File: src/rtl/hazard_ctrl_pkg.sv
// rtl/hazard_ctrl_pkg.sv - shared constants, state encoding and control resolution for hazard_ctrl
package hazard_ctrl_pkg;

  localparam logic       RESET       = 1'b1;
  localparam logic [1:0] WB_MEM      = 2'b01;
  localparam logic [7:0] MEM_TIMEOUT = 8'd255;

  typedef enum logic [1:0] {
    ST_RUN     = 2'b00,
    ST_MEMWAIT = 2'b01,
    ST_ERR     = 2'b10
  } state_t;

  typedef struct packed {
    logic pc_stall;
    logic ifid_stall;
    logic idex_stall;
    logic exmem_stall;
    logic ifid_flush;
    logic idex_flush;
  } ctrl_t;

  // Memory hold freezes everything; a taken branch discards the wrong-path load-use.
  function automatic ctrl_t resolve_ctrl(input logic mem_hold, input logic bj_taken,
                                         input logic load_use);
    ctrl_t c;
    c = '0;
    if (mem_hold) begin
      c.pc_stall    = 1'b1;
      c.ifid_stall  = 1'b1;
      c.idex_stall  = 1'b1;
      c.exmem_stall = 1'b1;
    end else if (bj_taken) begin
      c.ifid_flush = 1'b1;
      c.idex_flush = 1'b1;
    end else if (load_use) begin
      c.pc_stall   = 1'b1;
      c.ifid_stall = 1'b1;
      c.idex_flush = 1'b1;
    end
    return c;
  endfunction

endpackage

File: src/rtl/hazard_ctrl.sv
// rtl/hazard_ctrl.sv - pipeline hazard detection, memory-wait FSM and stall/flush counters
module hazard_ctrl
  import hazard_ctrl_pkg::*;
(
  input  logic        clk,
  input  logic        rst,
  input  logic [4:0]  id_rs1Addr,
  input  logic [4:0]  id_rs2Addr,
  input  logic        id_useRs1,
  input  logic        id_useRs2,
  input  logic [4:0]  ex_rdAddr,
  input  logic        ex_rwen,
  input  logic [1:0]  ex_wbSel,
  input  logic        ex_bjTaken,
  input  logic        mem_req,
  input  logic        mem_ready,
  output logic        pcStall,
  output logic        ifidStall,
  output logic        idexStall,
  output logic        exmemStall,
  output logic        ifidFlush,
  output logic        idexFlush,
  output logic [1:0]  state,
  output logic        memErr,
  output logic [15:0] stallCnt,
  output logic [15:0] flushCnt
);

  state_t      state_q;
  logic [7:0]  wait_cnt;
  logic [15:0] stall_cnt_q;
  logic [15:0] flush_cnt_q;
  logic        load_use;
  logic        mem_hold;
  ctrl_t       ctrl;

  always_comb begin
    load_use = ex_rwen && (ex_wbSel == WB_MEM) && (ex_rdAddr != 5'd0) &&
               ((id_useRs1 && (id_rs1Addr == ex_rdAddr)) ||
                (id_useRs2 && (id_rs2Addr == ex_rdAddr)));
  end

  // The unused encoding 2'b11 falls into the RUN arm.
  always_comb begin
    mem_hold = 1'b0;
    case (state_q)
      ST_MEMWAIT: mem_hold = !mem_ready;
      ST_ERR:     mem_hold = 1'b1;
      default:    mem_hold = mem_req && !mem_ready;
    endcase
  end

  always_comb begin
    ctrl = resolve_ctrl(mem_hold, ex_bjTaken, load_use);
  end

  assign pcStall    = ctrl.pc_stall;
  assign ifidStall  = ctrl.ifid_stall;
  assign idexStall  = ctrl.idex_stall;
  assign exmemStall = ctrl.exmem_stall;
  assign ifidFlush  = ctrl.ifid_flush;
  assign idexFlush  = ctrl.idex_flush;

  always_ff @(posedge clk) begin
    if (rst == RESET) begin
      state_q     <= ST_RUN;
      wait_cnt    <= 8'd0;
      stall_cnt_q <= 16'd0;
      flush_cnt_q <= 16'd0;
    end else begin
      case (state_q)
        ST_MEMWAIT: begin
          if (!mem_ready) begin
            wait_cnt <= wait_cnt + 8'd1;
          end
          // A completion in the timeout cycle still returns to RUN.
          if (mem_ready) begin
            state_q <= ST_RUN;
          end else if (wait_cnt == MEM_TIMEOUT - 8'd1) begin
            state_q <= ST_ERR;
          end
        end
        ST_ERR: begin
          state_q <= ST_ERR;
        end
        default: begin
          if (mem_req && !mem_ready) begin
            state_q  <= ST_MEMWAIT;
            wait_cnt <= 8'd0;
          end else begin
            state_q <= ST_RUN;
          end
        end
      endcase

      if (ctrl.pc_stall && (stall_cnt_q != 16'hFFFF)) begin
        stall_cnt_q <= stall_cnt_q + 16'd1;
      end
      if (ctrl.ifid_flush && (flush_cnt_q != 16'hFFFF)) begin
        flush_cnt_q <= flush_cnt_q + 16'd1;
      end
    end
  end

  assign state    = state_q;
  assign memErr   = (state_q == ST_ERR);
  assign stallCnt = stall_cnt_q;
  assign flushCnt = flush_cnt_q;

endmodule
File: config.mk
export PLATFORM = sky130hd
export DESIGN_NAME = hazard_ctrl
export DESIGN_NICKNAME = d
export VERILOG_FILES = /design/src/rtl/hazard_ctrl_pkg.sv /design/src/rtl/hazard_ctrl.sv
export SDC_FILE = /design/constraint.sdc
export NUM_CORES = 1
export LEC_CHECK = 0
export ABC_AREA = 1
export CORE_MARGIN = 4
export CORE_UTILIZATION = 50
export DETAILED_ROUTE_END_ITERATION = 12
export PLACE_DENSITY = 0.79
export SKIP_LAST_GASP = 1
export SYNTH_ARGS = -nofsm -noshare
export SYNTH_HDL_FRONTEND = slang
export SYNTH_SLANG_ARGS = --single-unit
File: constraint.sdc
create_clock -name clk -period 6.71 [get_ports clk]
set_input_delay 2.013 -clock clk [delete_from_list [all_inputs] [get_ports clk]]
set_output_delay 2.013 -clock clk [all_outputs]
set_load 0.02 [all_outputs]
# Word level (Yosys, flattened, before mapping)
# Cells that the tools add are included.
[op_classes] n_addsub=3 eq_ne=10 mux=16 n_bitwise=1 reduce_logical=13
[ops] operator="adder 16 x 1 -> 16 bit, second input constant" n=2
[ops] operator="inequality test 16 bit, second input constant" n=2
[ops] operator="two-way mux 8 bit" n=2
[ops] operator="one-hot mux 8 bit (2 select lines)" n=1
[ops] operator="two-way mux 2 bit" n=7
[ops] operator="equality test 5 bit" n=2
[ops] operator="adder 8 x 1 -> 8 bit, second input constant" n=1
[ops] operator="equality test 8 bit, second input constant" n=1
[ops] operator="logical AND 1 bit" n=8
[ops] operator="nonzero test 5 bit" n=1
[ops] operator="equality test 2 x 1 -> 1 bit, second input constant" n=2
[ops] operator="two-way mux 1 bit" n=4
[ops] operator="one-hot mux 2 bit (2 select lines)" n=1
[ops] operator="inequality test 3 bit, second input constant" n=1
[ops] operator="AND reduction 3 bit" n=1
[ops] operator="equality test 2 bit, second input constant" n=1
[ops] operator="inequality test 2 bit, second input constant" n=1
[ops] operator="one-hot mux 1 bit (2 select lines)" n=1
[ops] operator="nonzero test 2 bit" n=1
[ops] operator="logical NOT 1 bit" n=1
[ops] operator="logical OR 1 bit" n=1
[ops] operator="NOT 1 bit" n=1
[totals] register_bits=42

# Longest topological paths before layout
[logic_depth] word_depth=8 ltp_mapped=13

# Worst setup path before layout
# Ideal clock, no wire load.
[synth_timing] kind="input-to-output" from="input ex_rdAddr[2]" to="output pcStall" arrival_ns=2.913 required_ns=4.697 path_slack_ns=1.784 cell_stages=9 cell_sequence="inv_1 > nand4_1 > o21ai_0 > inv_1 > nand3_1 > nand2_1 > buf_6 > buf_6 > buf_4"
[synth_via] elab_chain_cells=7 word_cells_on_any_way=11
[synth_lines] element="from (decl)" line="hazard_ctrl.sv:11" source="input logic [4:0] ex_rdAddr,"
[synth_lines] element="equality test 5 bit, on equally long branches" line="hazard_ctrl.sv:39, hazard_ctrl.sv:40"
[synth_lines] element="logical AND 1 bit, on equally long branches" line="hazard_ctrl.sv:39, hazard_ctrl.sv:40"
[synth_lines] element="logical OR 1 bit" line="hazard_ctrl.sv:39" source="((id_useRs1 && (id_rs1Addr == ex_rdAddr)) ||"
[synth_lines] element="logical AND 1 bit (*)" line="hazard_ctrl.sv:38" source="load_use = ex_rwen && (ex_wbSel == WB_MEM) && (ex_rdAddr != 5'd0) &&"
[synth_lines] element="two-way mux 2 bit (*)" line="hazard_ctrl_pkg.sv:36" source="end else if (load_use) begin"
[synth_lines] element="two-way mux 2 bit (*)" line="hazard_ctrl_pkg.sv:33" source="end else if (bj_taken) begin"
[synth_lines] element="two-way mux 2 bit (*)" line="hazard_ctrl_pkg.sv:28" source="if (mem_hold) begin"
[synth_lines] element="to (decl)" line="hazard_ctrl.sv:17" source="output logic pcStall,"
# Mark *: on every way between the ends. The rest lies on a longest branch, timed or not.

# Worst setup path in the final report
[layout_timing] from="input ex_rdAddr[4]" to="output ifidStall"
[layout_via] elab_chain_cells=7 word_cells_on_any_way=11
[layout_lines] element="equality test 5 bit, on equally long branches" line="hazard_ctrl.sv:39, hazard_ctrl.sv:40"
[layout_lines] element="logical AND 1 bit, on equally long branches" line="hazard_ctrl.sv:39, hazard_ctrl.sv:40"
[layout_lines] element="logical OR 1 bit" line="hazard_ctrl.sv:39"
[layout_lines] element="logical AND 1 bit (*)" line="hazard_ctrl.sv:38"
[layout_lines] element="two-way mux 2 bit (*)" line="hazard_ctrl_pkg.sv:36"
[layout_lines] element="two-way mux 2 bit (*)" line="hazard_ctrl_pkg.sv:33"
[layout_lines] element="two-way mux 2 bit (*)" line="hazard_ctrl_pkg.sv:28"
[layout_lines] element="to (decl)" line="hazard_ctrl.sv:18" source="output logic ifidStall,"
# Marked as above.

==> metrics.csv <==
metric;value;unit
crit_arrival;3820;ps
io_buffer_count;65;
wl_per_cell;10.8;um
r2r_setup_slack;4600;ps
viasPerCell;4.88;
cts_tree;built;
maxCapViolations;0;
grt_max_degree;30;
cp-start-kind;primary input;
postCtsSetupBuffers;0;
yosys-top-cells-count;nand2_1, inv_1, nor2_1;
worstPathRequired;4700;ps
worstSetupPathType;primary input to output pin;
first_global_vias;2365;
outcome;completed;
clock_latency;290;ps
yosysTopAreaCell;dfxtp_1;
placed_area;3230;um^2
hold_viol;0;
antenna_found_initial;0;
timing.slew.headroom;45.7;%
dieHeight;79.6;um
place_hpwl;4450;um
yosysWarnings;0;
clockBufferDepth;2;
fin_nets;493;
synthTopCellsByArea;dfxtp_1, nand2_1, inv_1, nor2_1, a21oi_1;
synth_top_area_share;32.8;%
min_path_cells;2;
htree_levels;2;
gp_congestion;0.875;
whs;494;ps
via_count;2584;
num_antenna_cells;0;
root_buffer;clkbuf_8;
fin_ws;877;ps
cts_hold_buf;0;
cp_slowest_cell;clkdlybuf4s50_1;
pre_cts_slack;864;ps
synth.most_common_cell;nand2_1;
ctsResizeCount;0;
die_w;79.6;um
hold_class;register to register;
yosysUniqueCellTypes;31;
cp_common_cell;nand2_1;
die-area;6330;um^2
min_period;5830;ps
synthArstFlopShare;0;%
synth-seq-cells;42;
max-vdd-ir-drop;0.117;mV
p_leak;1.45;nW
fin_skew;3.88;ps
cts.reportedPaths.clkPinSlew;80;ps
dr.pass1.iters;4;
setup_viol;0;
synthesis.nets;430;
p_total;549;uW
tightest_slew;813;ps
cp-end-kind;output pin;
synth_seq_area_share;32.8;%
slowest_delay;640;ps
cts_made_buffers;5;
grt_first_pass_wirelength;9820;um
setup_tns;0;ps
drive_above_1_share;6.05;%
synthCells;399;
seq_area;841;um^2
drt-total-wl;5710;um
ios;66;
ant_nets;0;
path_cells;clkdlybuf4s50_1, inv_2, nand2_1, nand2_1, nor2_1, nand3_1, nand2_1, nand3_1, nand2_1, clkdlybuf4s50_1;
rr_worst_depth;9;
core-area;4850;um^2
grt_use_total;18.7;%
power-per-cell-area;165;nW/um^2
drc;0;
rows;25;
drt_iter0_drc;114;
synth-main-ff-cell;dfxtp_1;
syn_to_final_growth;30.2;%
synth_edf_count;0;
timing.fmax;171;MHz
synthesis.area;2560;um^2
start_util;52.9;%
clock-sinks;42;
multiInputGateArea;1420;um^2
nFillCells;434;
rsz0062_at_grt;false;
critPathMaxFanout;4;
fin_area;3340;um^2
fin_crit_sh;86.9;%
avgSynthCellArea;6.42;um^2
drv_slew;0;
overflow;0;
where the power goes:
part	internal (mW)	switching [mW]
registers	0.255	0.00685
clock network	0.111	0.0861
logic	0.0421	0.0484
total	0.408	0.141
registers in the layout, indices dropped and copies added (netlist names):
register and flops:
state 2, stallCnt 16, flushCnt 16, wait_cnt 8
logic make-up (layout without fill, tap and decap cells):
family / Yosys count / after routing / share of synthesized area [%]
adders and majority gates: 6 / 6 / 2.93
AOI/OAI and AO/OA: 54 / 54 / 11.3
xor gates and xnor gates: 8 / 8 / 2.73
buffers and inverters: 71 / 135 / 12.0
and+or+nand+nor: 218 / 218 / 38.3
DFF: 42 / 42 / 32.8
metal layers:
metal | vias to the layer above | share of wire (%) | wire length [um] | global-route usage, %
met5 | - | 0 | 0 | 0
met4 | 0 | 1.1 | 65 | 4.81
met3 | 8 | 3.8 | 217 | 3.39
met2 | 46 | 51 | 2890 | 35.3
met1 | 1147 | 44 | 2540 | 21.4
li1 | 1383 | - | - | -
final timing paths:
check / start / endpoint
setup reg to reg: state[0] / flushCnt[15]
setup / recovery: ex_rdAddr[4] / ifidStall
hold / removal: wait_cnt[6] / wait_cnt[6]
hold reg to reg: wait_cnt[6] / wait_cnt[6]
placed cells by master, fill, tap and decap left out, drive strengths merged:
cell type / netlist / layout
nand2: 101 / 101
xor2: 3 / 3
and3: 3 / 3
clkdlybuf4s50: 0 / 65
xnor2: 5 / 5
nand3b: 3 / 3
inv: 61 / 61
o211ai: 1 / 1
nor3: 12 / 12
o21ai: 14 / 14
o21bai: 1 / 1
bufinv: 0 / 1
nand4: 5 / 5
a211oi: 2 / 2
a21oi: 34 / 34
buf: 8 / 1
clkbuf: 2 / 6
nor2: 62 / 62
ha: 6 / 6
clkinvlp: 0 / 1
dfxtp: 42 / 42
nand3: 32 / 32
o21a: 2 / 2
through the flow:
stage                     cells  utilization [%]
after CTS                   530             68.8
after floorplan             399                -
after global routing        530             68.8
after global placement      522             66.6
after detailed placement    522             66.6
final                       530             68.8
worst max-delay path: cells and delay by family:
family,cells,cell delay (ps)
buffers and inverters,3,1230
and+or+nand+nor,7,570
cell type report:
class                           count  area share, %
Tap cell                           67           2.51
Timing Repair Buffer               66           19.7
Multi-Input combinational cell    286           42.4
Clock inverter                      2           1.12
Inverter                           61           6.86
Clock buffer                        6           2.17
Sequential cell                    42           25.2
No activity file was read; power rests on OpenSTA's default activity.
